===== src/rtl/spi_slave_port_if.sv =====
// SPI responder pin and CPU-side bundle: serial pins plus transmit buffer and receive word.
// Latency: pure wiring, no state.
// Backpressure: none; tx_load is a strobe and rx_dv a pulse, neither side can stall.
interface spi_slave_port_if #(
  parameter int W = 32
);
  logic         sclk;
  logic         cs_n;
  logic         mosi;
  logic         miso;
  logic [W-1:0] tx_data;
  logic         tx_load;
  logic         tx_pending;
  logic [W-1:0] rx_data;
  logic         rx_dv;
  logic         tx_underrun;
  logic         frame_abort;

  // Responder side: pins and the CPU write strobe come in, status goes out.
  modport slave (
    input  sclk, cs_n, mosi, tx_data, tx_load,
    output miso, tx_pending, rx_data, rx_dv, tx_underrun, frame_abort
  );

  // Bus-master / CPU side: drives pins and the transmit word.
  modport master (
    output sclk, cs_n, mosi, tx_data, tx_load,
    input  miso, tx_pending, rx_data, rx_dv, tx_underrun, frame_abort
  );
endinterface


===== src/rtl/spi_slave_port.sv =====
// SPI mode-0 responder: oversamples SCLK/CS_N/MOSI in clk, deserializes W-bit frames, serializes a buffered tx word.
// Latency: SYNC_STAGES+1 clk edges from a pin edge to the resulting action (rx_dv, miso shift, LOAD).
// Backpressure: none; a frame with no pending tx word sends zeros and pulses tx_underrun.
module spi_slave_port #(
  parameter int W           = 32,
  parameter int SYNC_STAGES = 2
) (
  input logic              clk,
  input logic              rst,
  spi_slave_port_if.slave  bus
);

  localparam int CNT_W = $clog2(W);

  typedef enum logic [1:0] {
    IDLE  = 2'd0,
    LOAD  = 2'd1,
    SHIFT = 2'd2
  } state_t;

  state_t state;
  state_t state_nxt;

  logic [SYNC_STAGES-1:0] sclk_sync;
  logic [SYNC_STAGES-1:0] cs_sync;
  logic [SYNC_STAGES-1:0] mosi_sync;
  logic                   sclk_q;
  logic                   cs_q;

  logic sclk_s;
  logic cs_s;
  logic mosi_s;
  logic sclk_rise;
  logic sclk_fall;
  logic cs_fall;

  logic [W-1:0]     tx_buf;
  logic             tx_pending;
  logic [W-1:0]     tx_shift;
  logic             tx_underrun;
  logic [W-1:0]     rx_shift;
  logic [W-1:0]     rx_data;
  logic             rx_dv;
  logic [CNT_W-1:0] bit_cnt;
  logic             frame_end;
  logic             frame_abort;

  logic do_load;
  logic shift_active;
  logic abort_hit;

  // Pin synchronizers plus one extra stage for edge detection; CS resets deselected so no false fall after reset.
  always_ff @(posedge clk or posedge rst) begin
    if (rst) begin
      sclk_sync <= '0;
      cs_sync   <= '1;
      mosi_sync <= '0;
      sclk_q    <= 1'b0;
      cs_q      <= 1'b1;
    end else begin
      if (SYNC_STAGES > 1) begin
        sclk_sync <= {sclk_sync[SYNC_STAGES-2:0], bus.sclk};
        cs_sync   <= {cs_sync[SYNC_STAGES-2:0],   bus.cs_n};
        mosi_sync <= {mosi_sync[SYNC_STAGES-2:0], bus.mosi};
      end else begin
        sclk_sync[0] <= bus.sclk;
        cs_sync[0]   <= bus.cs_n;
        mosi_sync[0] <= bus.mosi;
      end
      sclk_q <= sclk_s;
      cs_q   <= cs_s;
    end
  end

  assign sclk_s    = sclk_sync[SYNC_STAGES-1];
  assign cs_s      = cs_sync[SYNC_STAGES-1];
  assign mosi_s    = mosi_sync[SYNC_STAGES-1];
  assign sclk_rise = sclk_s & ~sclk_q;
  assign sclk_fall = ~sclk_s & sclk_q;
  assign cs_fall   = ~cs_s & cs_q;

  // State register.
  always_ff @(posedge clk or posedge rst) begin
    if (rst) begin
      state <= IDLE;
    end else begin
      state <= state_nxt;
    end
  end

  // Next state and per-cycle action decode; deselect overrides every SCLK edge.
  always_comb begin
    state_nxt    = state;
    do_load      = 1'b0;
    shift_active = 1'b0;
    abort_hit    = 1'b0;
    case (state)
      IDLE: begin
        if (cs_fall) state_nxt = LOAD;
      end
      LOAD: begin
        do_load   = ~cs_s;
        state_nxt = SHIFT;
      end
      SHIFT: begin
        shift_active = ~cs_s;
        if (sclk_fall && frame_end) state_nxt = LOAD;
        // A deselect is clean only right after the W-th rise, before its trailing fall.
        abort_hit = cs_s & ((bit_cnt != '0) | ~frame_end);
      end
      default: state_nxt = IDLE;
    endcase
    if (cs_s) state_nxt = IDLE;
  end

  // Transmit buffer: CPU writes land in any state; LOAD consumes the old word first, so a same-cycle write survives.
  always_ff @(posedge clk or posedge rst) begin
    if (rst) begin
      tx_buf      <= '0;
      tx_pending  <= 1'b0;
      tx_underrun <= 1'b0;
    end else begin
      tx_underrun <= 1'b0;
      if (do_load) begin
        if (tx_pending) begin
          tx_pending <= 1'b0;
        end else begin
          tx_underrun <= 1'b1;
        end
      end
      if (bus.tx_load) begin
        tx_buf     <= bus.tx_data;
        tx_pending <= 1'b1;
      end
    end
  end

  // Transmit shifter: loaded in LOAD so the MSB is on miso before the first rise, advanced on each non-final fall.
  always_ff @(posedge clk or posedge rst) begin
    if (rst) begin
      tx_shift <= '0;
    end else if (do_load) begin
      tx_shift <= tx_pending ? tx_buf : '0;
    end else if (shift_active && sclk_fall && !frame_end) begin
      tx_shift <= tx_shift << 1;
    end
  end

  // Receive path: sample MOSI on rises, publish the word on the W-th rise, abort on a mid-frame deselect.
  always_ff @(posedge clk or posedge rst) begin
    if (rst) begin
      rx_shift    <= '0;
      rx_data     <= '0;
      rx_dv       <= 1'b0;
      bit_cnt     <= '0;
      frame_end   <= 1'b0;
      frame_abort <= 1'b0;
    end else begin
      rx_dv       <= 1'b0;
      frame_abort <= 1'b0;
      if (cs_s) begin
        rx_shift    <= '0;
        bit_cnt     <= '0;
        frame_end   <= 1'b0;
        frame_abort <= abort_hit;
      end else if (shift_active) begin
        if (sclk_rise) begin
          rx_shift <= {rx_shift[W-2:0], mosi_s};
          if (bit_cnt == CNT_W'(W-1)) begin
            rx_data   <= {rx_shift[W-2:0], mosi_s};
            rx_dv     <= 1'b1;
            bit_cnt   <= '0;
            frame_end <= 1'b1;
          end else begin
            bit_cnt <= bit_cnt + CNT_W'(1);
          end
        end else if (sclk_fall && frame_end) begin
          frame_end <= 1'b0;
        end
      end
    end
  end

  assign bus.miso        = (state == SHIFT) & ~cs_s & tx_shift[W-1];
  assign bus.tx_pending  = tx_pending;
  assign bus.rx_data     = rx_data;
  assign bus.rx_dv       = rx_dv;
  assign bus.tx_underrun = tx_underrun;
  assign bus.frame_abort = frame_abort;

endmodule


===== src/flat_wrapper.sv =====
// flat-port wrapper written by rule: the top's interface ports become plain ports
module spi_slave_port_flat 
#(
  parameter int W           = 32,
  parameter int SYNC_STAGES = 2
)
  (clk, rst, bus_sclk, bus_cs_n, bus_mosi, bus_tx_data, bus_tx_load, bus_miso, bus_tx_pending, bus_rx_data, bus_rx_dv, bus_tx_underrun, bus_frame_abort);
  spi_slave_port_if #(.W(W)) bus_i ();
  input logic clk;
  input logic rst;
  input wire logic [$bits(bus_i.sclk)-1:0] bus_sclk;
  input wire logic [$bits(bus_i.cs_n)-1:0] bus_cs_n;
  input wire logic [$bits(bus_i.mosi)-1:0] bus_mosi;
  input wire logic [$bits(bus_i.tx_data)-1:0] bus_tx_data;
  input wire logic [$bits(bus_i.tx_load)-1:0] bus_tx_load;
  output wire logic [$bits(bus_i.miso)-1:0] bus_miso;
  output wire logic [$bits(bus_i.tx_pending)-1:0] bus_tx_pending;
  output wire logic [$bits(bus_i.rx_data)-1:0] bus_rx_data;
  output wire logic [$bits(bus_i.rx_dv)-1:0] bus_rx_dv;
  output wire logic [$bits(bus_i.tx_underrun)-1:0] bus_tx_underrun;
  output wire logic [$bits(bus_i.frame_abort)-1:0] bus_frame_abort;
  assign bus_i.sclk = bus_sclk;
  assign bus_i.cs_n = bus_cs_n;
  assign bus_i.mosi = bus_mosi;
  assign bus_i.tx_data = bus_tx_data;
  assign bus_i.tx_load = bus_tx_load;
  assign bus_miso = bus_i.miso;
  assign bus_tx_pending = bus_i.tx_pending;
  assign bus_rx_data = bus_i.rx_data;
  assign bus_rx_dv = bus_i.rx_dv;
  assign bus_tx_underrun = bus_i.tx_underrun;
  assign bus_frame_abort = bus_i.frame_abort;
  spi_slave_port #(.W(W), .SYNC_STAGES(SYNC_STAGES)) u_core (.clk(clk), .rst(rst), .bus(bus_i));
endmodule

===== config.mk =====
export PLATFORM = sky130hd
export DESIGN_NAME = spi_slave_port_flat
export DESIGN_NICKNAME = d
export VERILOG_FILES = /design/src/rtl/spi_slave_port_if.sv /design/src/rtl/spi_slave_port.sv /design/src/flat_wrapper.sv
export SDC_FILE = /design/constraint.sdc
export NUM_CORES = 1
export LEC_CHECK = 0
export CAP_MARGIN = 20
export CORE_ASPECT_RATIO = 1.2
export CORE_MARGIN = 2
export CORE_UTILIZATION = 40
export DETAILED_ROUTE_END_ITERATION = 16
export GPL_TIMING_DRIVEN = 0
export PLACE_DENSITY = 0.69
export SLEW_MARGIN = 0
export SYNTH_ARGS = -nofsm -noshare
export SYNTH_HDL_FRONTEND = slang
export SYNTH_SLANG_ARGS = --single-unit

===== constraint.sdc =====
create_clock -name clk -period 9.8 [get_ports clk]
set_clock_uncertainty 0.1 [all_clocks]
set_input_delay 0.98 -clock clk [delete_from_list [all_inputs] [get_ports clk]]
set_output_delay 0.98 -clock clk [all_outputs]
set_load 0.02 [all_outputs]

==> impl_metrics.tcl <==
set metrics [dict create \
    syn_nets 475 \
    diodes 0 \
    drv_cap 0 \
    ys_types 37 \
    portBuffers 73 \
    cts_max_level 4 \
    max_stage_delay_ps 670 \
    num_vias 3676 \
    syn_inst 433 \
    fin_crit_sh 0.326 \
    crit_fanout 10 \
    antenna_found_initial 0 \
    synth_mux_area_frac 0.225 \
    cts_buffers 17 \
    cp-end-kind "output pin" \
    synth-simple-area-share 0.0526 \
    grt_max_degree 76 \
    core_um2 14900 \
    grt_first_pass_wirelength_um 19200 \
    synth-seq-area-share 0.610 \
    ys.flop_type "dfrtp_1" \
    crit_buf_inv 2 \
    clk_latency_ps 420 \
    clock.fmax_mhz 313 \
    synth_xor_area_frac 0 \
    viasPerCell 4.96 \
    mostFrequentLayoutCell "dfrtp_1" \
    synth-compound-area-share 0.0673 \
    drt_pass1_iterations 4 \
    synth_top_family_by_area "multiplexers" \
    cp.required_ps 8720 \
    cp.arrival_ps 2110 \
    ys_ff_latch 147 \
    overflow 0 \
    area_growth_pct 27.8 \
    critical_path_class "flip-flop to output pin" \
    cp_cell_sequence "buf_2, nand2b_1, nor3b_1, clkdlybuf4s50_1" \
    slew_violations 0 \
    die_height_um 139 \
    layout-drive-gt1-share 0.210 \
    instances_no_fill 741 \
    cts.repair.resized 0 \
    crit_path_top_delay_cell "clkdlybuf4s50_1" \
    finalSetupViolations 0 \
    fin_crit_ps 3190 \
    clk_pin_slew_ps 60 \
    postRouteAntennaNets 0 \
    critPathTopFamily "buffers and inverters" \
    start_kind "flip-flop" \
    dieArea_um2 16100 \
    synthArstFlopShare 1.00 \
    root_buffer "clkbuf_16" \
    drc 0 \
    post_cts_buffers 0 \
    synthAdderAreaFrac 0.00829 \
    leakage_nw 3.72 \
    syn_area_um2 6040 \
    tightest_slew_ps 782 \
    layout.nets 568 \
    postCtsHoldBufs 0 \
    initial_core_util 0.405 \
    pin_count 75 \
    status "completed" \
    power.density_nw_per_um2 209 \
    wl_um 11300 \
    grt_pass1_vias 3843 \
    gp_congestion 0.747 \
    placed_cells 711 \
    ys_warn_count 0 \
    ir_drop_mv 0.112 \
    maxSlewHeadroom 0.475 \
    clock-sinks 147 \
    synth-edff-count 0 \
    wire_per_inst_um 15.3 \
    cts_tree "built" \
    dp_hpwl_um 7490 \
    hold_path_class "flip-flop to flip-flop" \
    die_w_um 116 \
    rsz0062_at_grt "no" \
    clock_path_buffers 2 \
    track_usage 0.153 \
    layout_common_cells "dfrtp_1, clkdlybuf4s50_1, mux2_2" \
    hold_viol 0 \
    synth.avg_cell_area_um2 14.0 \
    rows 49 \
    drtIter0Drc 146 \
    final.setup.tns_ps 0 \
]
==> layout make-up <==
type                    count  area [um^2]
plain buffers              26          133
clock buffers              20          457
clock inverters            10          205
fillers                  1292         7180
inverters                  24         95.1
multi-input cells         236         2140
flip-flops and latches    147         3680
well taps                 204          255
repair buffers             74          758
==> state kept, by name (all words and copies together) (netlist names), 2 cells and up <==
register	count
u_core.bus.rx_data	32
u_core.state	2
u_core.tx_buf	32
u_core.cs_sync	2
u_core.mosi_sync	2
u_core.sclk_sync	2
u_core.rx_shift	31
u_core.bit_cnt	5
u_core.tx_shift	32
==> logic make-up after synthesis <==
family | count (synthesis)
adder cells (fa/ha/maj) | 4
multiplexers | 126
AO/OA/AOI/OAI | 49
buffers and inverters | 50
flip-flops | 147
AND/OR/NAND/NOR | 57
==> through the flow <==
step	utilization	cell area, um^2	setup WS, ps	power (mW)	hold slack [ps]
finish	0.518	7720	6610	1.61	251
global route	0.518	7720	6430	1.68	261
CTS	0.518	7720	6600	1.63	256
detailed placement	0.474	7060	7060	0.894	239
global placement	0.472	7030	2950	0.884	239
floorplan	-	6040	4770	0.841	231
==> worst paths after layout <==
check | startpoint | to | slack (ps) | cells past startpoint
max | u_core.state[0] | bus_miso | 6610 | 4
min | u_core.sclk_sync[0] | u_core.sclk_sync[1] | 250 | 0
max reg2reg | u_core.bit_cnt[0] | u_core.bus.rx_data[18] | 7650 | 6
min reg2reg | u_core.sclk_sync[0] | u_core.sclk_sync[1] | 250 | 0
max in group asynchronous | rst | u_core.cs_sync[1] | 7830 | 3
min in group asynchronous | rst | u_core.bus.rx_data[22] | 930 | 2
==> power by group <==
group          internal [mW]  total [mW]  switching (mW)
Sequential             0.680       0.711          0.0312
Clock                  0.487       0.724           0.237
Combinational         0.0895       0.174          0.0846
==> synth_stat cells (2+ instances only) <==
master / number / area, um^2
a22o_1: 33 / 289
o21ai_0: 6 / 30.0
buf_2: 7 / 35.0
mux2_1: 14 / 158
buf_4: 3 / 22.5
nand2b_1: 2 / 12.5
and2_1: 15 / 93.8
nor2_1: 4 / 15.0
nand3_1: 3 / 15.0
dfrtp_1: 144 / 3600
mux2_2: 66 / 743
o311ai_0: 2 / 17.5
inv_1: 24 / 90.1
nand4_1: 2 / 12.5
mux2i_1: 46 / 460
or3b_1: 2 / 17.5
ha_1: 4 / 50.1
nand2_1: 17 / 63.8
buf_6: 2 / 22.5
and3_1: 2 / 12.5
o21a_1: 2 / 15.0
dfstp_2: 3 / 78.8
nor3_1: 3 / 15.0
clkbuf_1: 14 / 52.6
==> worst register-to-register path, cell delays in order, from the launching register on <==
cell	delay, ps
dfrtp_1	400
ha_1	250
and3_1	210
ha_1	190
nand3_1	220
buf_2	310
mux2_2	370
==> per-layer routing <==
layer | global-route usage | part of all wire
met4 | 0.0495 | 0.011
met2 | 0.248 | 0.50
met1 | 0.191 | 0.44
met5 | 0 | 0
met3 | 0.0529 | 0.050
Power figures use the tool's default switching activity.
